--- config.mk ---
export PLATFORM = sky130hd
export DESIGN_NAME = burst_capture_ctrl
export DESIGN_NICKNAME = d
export VERILOG_FILES = /design/src/rtl/burst_capture_ctrl.sv
export SDC_FILE = /design/constraint.sdc
export NUM_CORES = 1
export LEC_CHECK = 0
export CORE_ASPECT_RATIO = 1.5
export CORE_MARGIN = 4
export CORE_UTILIZATION = 47
export CTS_CLUSTER_DIAMETER = 120
export DETAILED_ROUTE_END_ITERATION = 12
export GPL_TIMING_DRIVEN = 0
export PLACE_DENSITY = 0.76
export SYNTH_ARGS = -nofsm -noshare
export SYNTH_HDL_FRONTEND = slang
export SYNTH_SLANG_ARGS = --single-unit
export TNS_END_PERCENT = 10
--- constraint.sdc ---
create_clock -name clk -period 2.5 [get_ports clk]
set_input_delay 0.5 -clock clk [delete_from_list [all_inputs] [get_ports clk]]
set_output_delay 0.5 -clock clk [all_outputs]
set_load 0.02 [all_outputs]
--- src/rtl/burst_capture_ctrl.sv ---
// burst_capture_ctrl
//   Sequencer for the online-arithmetic test harness. A start request seeds
//   the LFSR, enables the DUT for burst_index*max_ram_address cycles, packs
//   burst_index result words per RAM line, then reads every line back and
//   streams the words out over a valid/ready port.
//
// Ports
//   clk, reset     single clock, synchronous active-high reset
//   start          run request, honoured only in IDLE or DONE
//   dut_word       combinational DUT result for the current LFSR state
//   dut_en         clock enable for LFSR and DUT
//   lfsr_reset     one-cycle LFSR seed pulse
//   mem_addr       RAM address (write line n, or read line r)
//   mem_wdata      packed line, word k at bits [(k+1)W-1 : kW]
//   mem_wren       RAM write strobe
//   mem_rdata      RAM read data, valid one cycle after mem_addr
//   rd_data        streamed word
//   rd_valid       rd_data valid
//   rd_ready       consumer accepts rd_data
//   busy, done     run in progress / run complete (level)
module burst_capture_ctrl #(
   parameter  int no_of_digits    = 10,
   parameter  int radix_bits      = 3,
   parameter  int burst_index     = 5,
   parameter  int address_width   = 14,
   parameter  int max_ram_address = 4096,
   localparam int W               = (no_of_digits + 1) * radix_bits,
   localparam int L               = W * burst_index
) (
   input  logic                     clk,
   input  logic                     reset,
   input  logic                     start,
   input  logic [W-1:0]             dut_word,
   output logic                     dut_en,
   output logic                     lfsr_reset,
   output logic [address_width-1:0] mem_addr,
   output logic [L-1:0]             mem_wdata,
   output logic                     mem_wren,
   input  logic [L-1:0]             mem_rdata,
   output logic [W-1:0]             rd_data,
   output logic                     rd_valid,
   input  logic                     rd_ready,
   output logic                     busy,
   output logic                     done
);

   localparam int KW = $clog2(burst_index);
   // Line counters carry one extra bit so a full 2^address_width run
   // reaches its terminal count instead of wrapping to 0.
   localparam int CW = address_width + 1;
   localparam logic [KW-1:0] K_LAST = KW'(burst_index - 1);
   localparam logic [CW-1:0] N_LAST = CW'(max_ram_address - 1);
   localparam logic [CW-1:0] N_END  = CW'(max_ram_address);

   typedef enum logic [2:0] {
      IDLE, SEED, CAPTURE, FLUSH, RD_REQ, RD_WAIT, RD_OUT, DONE
   } state_t;

   state_t state, state_nxt;

   logic [KW-1:0]            k, j;
   logic [CW-1:0]            n, r;
   logic [L-1:0]             pack_q, unpack_q, line_full;
   logic [address_width-1:0] waddr_q;
   logic                     line_done, word_last;

   assign line_done = (state == CAPTURE) && (k == K_LAST);
   assign word_last = (j == K_LAST);

   // The last slot goes straight from dut_word into the line so the write
   // can be strobed the cycle after it is sampled.
   always_comb begin
      line_full = pack_q;
      line_full[k*W +: W] = dut_word;
   end

   always_ff @(posedge clk) begin
      if (reset) state <= IDLE;
      else       state <= state_nxt;
   end

   always_comb begin
      state_nxt = state;
      case (state)
         IDLE, DONE: if (start) state_nxt = SEED;
         SEED:       state_nxt = CAPTURE;
         CAPTURE:    if (line_done && (n == N_LAST)) state_nxt = FLUSH;
         FLUSH:      state_nxt = RD_REQ;
         RD_REQ:     state_nxt = RD_WAIT;
         RD_WAIT:    state_nxt = RD_OUT;
         RD_OUT:
            if (rd_ready && word_last)
               state_nxt = ((r + CW'(1)) == N_END) ? DONE : RD_REQ;
         default:    state_nxt = IDLE;
      endcase
   end

   always_comb begin
      dut_en     = (state == CAPTURE);
      lfsr_reset = (state == SEED);
      rd_valid   = (state == RD_OUT);
      busy       = (state != IDLE) && (state != DONE);
      done       = (state == DONE);
      mem_addr   = '0;
      if (mem_wren)              mem_addr = waddr_q;
      else if (state == RD_REQ)  mem_addr = r[address_width-1:0];
      rd_data    = '0;
      if (rd_valid)              rd_data = unpack_q[j*W +: W];
   end

   always_ff @(posedge clk) begin
      if (reset) begin
         k         <= '0;
         j         <= '0;
         n         <= '0;
         r         <= '0;
         pack_q    <= '0;
         unpack_q  <= '0;
         mem_wdata <= '0;
         waddr_q   <= '0;
         mem_wren  <= 1'b0;
      end else begin
         // Write strobe is a single-cycle pulse after a completed line.
         mem_wren <= 1'b0;
         case (state)
            SEED: begin
               k <= '0;
               j <= '0;
               n <= '0;
               r <= '0;
            end
            CAPTURE: begin
               pack_q[k*W +: W] <= dut_word;
               if (k == K_LAST) begin
                  k         <= '0;
                  mem_wdata <= line_full;
                  waddr_q   <= n[address_width-1:0];
                  mem_wren  <= 1'b1;
                  n         <= n + CW'(1);
               end else begin
                  k <= k + KW'(1);
               end
            end
            RD_WAIT: begin
               unpack_q <= mem_rdata;
               j        <= '0;
            end
            RD_OUT: begin
               if (rd_ready) begin
                  if (word_last) begin
                     j <= '0;
                     r <= r + CW'(1);
                  end else begin
                     j <= j + KW'(1);
                  end
               end
            end
            default: ;
         endcase
      end
   end

endmodule

==> results <==
[through the flow]
step	cells	hold WS (ns)	setup TNS, ns	total power, mW
2_1_floorplan	2593	0.4331	0	11.89
3_3_place_gp	3603	0.4396	-145.94	13.02
3_5_place_dp	3603	0.4440	-161.83	13.16
4_1_cts	3705	0.3595	-6.430	20.98
5_1_grt	3721	0.3765	-17.05	21.85
6_report	3721	0.3755	-6.725	21.15
[kinds of logic after synthesis]
kind of cell               share of synthesized area (%)
and+or+nand+nor                                    16.83
AOI/OAI and AO/OA                                  21.61
DFF                                                48.62
buffers and inverters                              5.419
muxes                                              6.211
xor gates and xnor gates                          0.6974
adders and majority gates                         0.6089
[worst max-delay path, stage by stage, from the launching register on]
cell and delay, ns:
sky130_fd_sc_hd__dfxtp_2 0.34, sky130_fd_sc_hd__buf_12 0.16, sky130_fd_sc_hd__buf_12 0.14, sky130_fd_sc_hd__nor3_4 0.19, sky130_fd_sc_hd__buf_12 0.15, sky130_fd_sc_hd__buf_8 0.12, sky130_fd_sc_hd__buf_4 0.12, sky130_fd_sc_hd__a22oi_1 0.08
sky130_fd_sc_hd__nor2_1 0.19, sky130_fd_sc_hd__buf_4 0.19
[repair_timing]
action / in CTS / in global routing
cloned: 4 / 2
gates resized for setup: 401 / 103
endpoints found under the setup margin: 328 / 289
pin swaps: 36 / 34
buffers inserted: 13 / 16
[layout make-up]
cell class | instances | area, µm² | share of cell area, %
Inverter | 15 | 77.57 | 0.2573
Timing Repair Buffer | 445 | 4427 | 14.68
Clock buffer | 67 | 1415 | 4.693
Tap cell | 600 | 750.7 | 2.490
Sequential cell | 549 | 11000 | 36.47
Buffer | 241 | 1390 | 4.610
Clock inverter | 21 | 236.5 | 0.7843
Multi-Input combinational cell | 1783 | 10860 | 36.01
[metal layers]
| layer | routed length [µm] | global-route usage, % | up-vias |
|---|---|---|---|
| met1 | 28200 | 31.06 | 10370 |
| li1 | - | - | 10060 |
| met2 | 42070 | 55.58 | 1101 |
| met5 | 13 | 0 | - |
| met4 | 7316 | 21.68 | 2 |
| met3 | 6081 | 5.889 | 344 |
[power breakdown]
group	switching [mW]	internal (mW)	total (mW)
clock	3.44	4.39	7.84
combinational	2.27	1.48	3.75
sequential	0.290	9.28	9.57
[placed cells by master, fill, tap and decap left out, types with 33 or more instances in the layout]
| cell | synthesis | layout |
|---|---|---|
| sky130_fd_sc_hd__buf_4 | 15 | 68 |
| sky130_fd_sc_hd__nor2_1 | 343 | 324 |
| sky130_fd_sc_hd__clkdlybuf4s50_1 | 0 | 357 |
| sky130_fd_sc_hd__buf_6 | 14 | 40 |
| sky130_fd_sc_hd__clkbuf_1 | 145 | 127 |
| sky130_fd_sc_hd__a21oi_1 | 269 | 268 |
| sky130_fd_sc_hd__mux2i_1 | 66 | 66 |
| sky130_fd_sc_hd__buf_2 | 67 | 59 |
| sky130_fd_sc_hd__nand2_1 | 507 | 506 |
| sky130_fd_sc_hd__a211oi_2 | 47 | 71 |
| sky130_fd_sc_hd__a211oi_1 | 204 | 180 |
| sky130_fd_sc_hd__mux4_2 | 33 | 33 |
| sky130_fd_sc_hd__dfxtp_1 | 549 | 546 |
| sky130_fd_sc_hd__clkbuf_16 | 0 | 54 |
| sky130_fd_sc_hd__a22oi_1 | 134 | 109 |
[state kept, by name, summed over array words and instances (netlist names), 14 cells and up]
register,count
r,15
waddr_q,14
unpack_q,165
mem_wdata,165
n,15
pack_q,165
[worst paths after layout]
path	start	to	depth (start not counted)
setup / recovery	j[0]	rd_data[0]	9
hold / removal	dut_word[2]	pack_q[2]	3
hold reg to reg	pack_q[18]	pack_q[18]	2
setup reg to reg	k[0]	pack_q[135]	11
==> report_table.html <==
<table>
<tr><th>Metric</th><th>Value</th></tr>
<tr><th colspan="2">Status</th></tr>
<tr><td>Run status</td><td>complete, but fails checks</td></tr>
<tr><td>Violated checks</td><td>negative setup slack</td></tr>
<tr><th colspan="2">Clocking</th></tr>
<tr><td>Number of clock buffers inserted by TritonCTS</td><td>49</td></tr>
<tr><td>Cts hold-fix bufs</td><td>0</td></tr>
<tr><td>Clock Sink Count</td><td>approximately 550</td></tr>
<tr><td>Clk Tree Root Cell</td><td>sky130_fd_sc_hd__clkbuf_16</td></tr>
<tr><td>Maximum buffer depth of the clock tree</td><td>3</td></tr>
<tr><td>Clock tree from TritonCTS</td><td>yes</td></tr>
<tr><td>Clock transition at path regs</td><td>roughly 0.070 ns</td></tr>
<tr><td>Clk_lat worst skew</td><td>approximately 0.59 ns</td></tr>
<tr><td>H-Tree Depth</td><td>2</td></tr>
<tr><th colspan="2">Logic synthesis</th></tr>
<tr><td>Number of warnings issued by yosys</td><td>0</td></tr>
<tr><td>Register area share after synthesis</td><td>about half</td></tr>
<tr><td>Top_reg_cell synth</td><td>sky130_fd_sc_hd__dfxtp_1</td></tr>
<tr><td>Yosys cell types</td><td>between 50 and 60</td></tr>
<tr><td>Syn nets</td><td>~2800</td></tr>
<tr><td>Instance count of the mapped netlist</td><td>approximately 2600</td></tr>
<tr><td>Most instantiated library cell after synthesis</td><td>sky130_fd_sc_hd__dfxtp_1</td></tr>
<tr><td>Number of register bits inferred by synthesis</td><td>~550</td></tr>
<tr><td>List of most frequent post-synthesis cells</td><td>sky130_fd_sc_hd__dfxtp_1, sky130_fd_sc_hd__nand2_1, sky130_fd_sc_hd__nor2_1</td></tr>
<tr><td>Dominant cell type by area after synthesis</td><td>sky130_fd_sc_hd__dfxtp_1</td></tr>
<tr><td>Share of synthesized flip-flops with an asynchronous set or reset</td><td>0%</td></tr>
<tr><td>Post-Syn Area</td><td>0.02260 mm²</td></tr>
<tr><td>Synthesized area per cell</td><td>8.717 µm²</td></tr>
<tr><td>Top post-synthesis cells by area</td><td>sky130_fd_sc_hd__dfxtp_1, sky130_fd_sc_hd__nand2_1, sky130_fd_sc_hd__a211oi_1, sky130_fd_sc_hd__a21oi_1, sky130_fd_sc_hd__nor2_1</td></tr>
<tr><td>Number of synthesized flops with an enable pin</td><td>0</td></tr>
<tr><td>Share of the synthesized area in the top cell type</td><td>around 50%</td></tr>
<tr><th colspan="2">STA</th></tr>
<tr><td>Max Transition Viols Final</td><td>0</td></tr>
<tr><td>Post-route worst setup slack</td><td>-0.2685 ns</td></tr>
<tr><td>Max transition margin</td><td>between 40% and 50%</td></tr>
<tr><td>Post-route fraction of the period consumed by the critical path</td><td>110.7%</td></tr>
<tr><td>Fmax</td><td>between 0.3 and 0.4 GHz</td></tr>
<tr><td>Min Tclk post-route</td><td>2.769 ns</td></tr>
<tr><td>Pin slew with the least headroom to its limit</td><td>0.7829 ns</td></tr>
<tr><td>Number of endpoints failing setup at the final stage</td><td>between 60 and 70</td></tr>
<tr><td>Final Skew</td><td>between 0.02 and 0.025 ns</td></tr>
<tr><td>Count of final hold-check violations</td><td>0</td></tr>
<tr><td>RSZ-0062 raised after global routing</td><td>true</td></tr>
<tr><th colspan="2">Cells and area</th></tr>
<tr><td>P&amp;R area growth vs syn</td><td>33.39%</td></tr>
<tr><td>Layout fillers</td><td>slightly below 4000</td></tr>
<tr><td>Number of nets in the finished design</td><td>about 3300</td></tr>
<tr><td>Area of all placed cells without fillers</td><td>slightly above 0.03 mm²</td></tr>
<tr><td>Diode count</td><td>0</td></tr>
<tr><td>Fraction of layout instances using a drive strength above 1</td><td>between 10% and 20%</td></tr>
<tr><td>Final cell utilization of the core</td><td>a little under two thirds</td></tr>
<tr><th colspan="2">Routing</th></tr>
<tr><td>Total Routed Length</td><td>~84000 µm</td></tr>
<tr><td>Antenna-violating nets left</td><td>0</td></tr>
<tr><td>Via total after detailed routing</td><td>around 22000</td></tr>
<tr><td>Number of DRC violations after detailed routing</td><td>0</td></tr>
<tr><td>First-pass iteration count of the detailed router</td><td>6</td></tr>
<tr><td>Average wire length per cell after detail routing</td><td>~22 µm</td></tr>
<tr><td>Drt initial violations</td><td>around 1700</td></tr>
<tr><td>Ratio of routed vias to standard cells</td><td>5.877</td></tr>
<tr><th colspan="2">Die</th></tr>
<tr><td>Die Y</td><td>about 280 µm</td></tr>
<tr><td>Initial standard-cell utilization of the core</td><td>between 40% and 50%</td></tr>
<tr><td>Die outline area</td><td>about 0.052 mm²</td></tr>
<tr><td>Placeable Area</td><td>~0.048 mm²</td></tr>
<tr><td>I/O pins</td><td>420</td></tr>
<tr><td>Die Width</td><td>187.1 µm</td></tr>
<tr><td>Site row count</td><td>98</td></tr>
<tr><th colspan="2">Power and ir drop</th></tr>
<tr><td>Leakage power figure</td><td>10.05 nW</td></tr>
<tr><td>Worst IR Drop VDD</td><td>approximately 0.00059 V</td></tr>
<tr><td>Pwr Density</td><td>around 700 mW/mm²</td></tr>
<tr><th colspan="2">Placement</th></tr>
<tr><td>Dpl ws</td><td>-0.8976 ns</td></tr>
<tr><td>Count of port buffers added during placement</td><td>410</td></tr>
<tr><td>DP HPWL</td><td>63680 µm</td></tr>
<tr><td>Total placed instance area</td><td>0.02746 mm²</td></tr>
<tr><td>Placer's final routability congestion estimate</td><td>slightly below 1</td></tr>
<tr><th colspan="2">Global routing</th></tr>
<tr><td>Vias in the first global route</td><td>roughly 22000</td></tr>
<tr><td>Leftover overflow at the end of global routing</td><td>0</td></tr>
<tr><td>Antenna violations before repair</td><td>1</td></tr>
<tr><td>Total track usage</td><td>30.54%</td></tr>
<tr><td>Global-route wire length before repair</td><td>roughly 130000 µm</td></tr>
<tr><td>Pin count of the biggest net entering global routing</td><td>16</td></tr>
<tr><th colspan="2">Min path</th></tr>
<tr><td>Type of the tightest min-delay check</td><td>input port to register</td></tr>
<tr><th colspan="2">Setup path</th></tr>
<tr><td>Crit Path Max Fanout</td><td>8</td></tr>
<tr><td>CP Capture Type</td><td>primary output</td></tr>
<tr><td>Worst EP required</td><td>2.00 ns</td></tr>
<tr><td>Worst-case register-to-register setup slack</td><td>-0.05 ns</td></tr>
<tr><td>CP arrival</td><td>~2.3 ns</td></tr>
<tr><td>Category of the critical setup timing path</td><td>register to primary output</td></tr>
<tr><td>Startpoint Class</td><td>register</td></tr>
<tr><th colspan="2">Job</th></tr>
<tr><td>Max-cap viol count</td><td>0</td></tr>
</table>
Power figures use the tool's default switching activity.
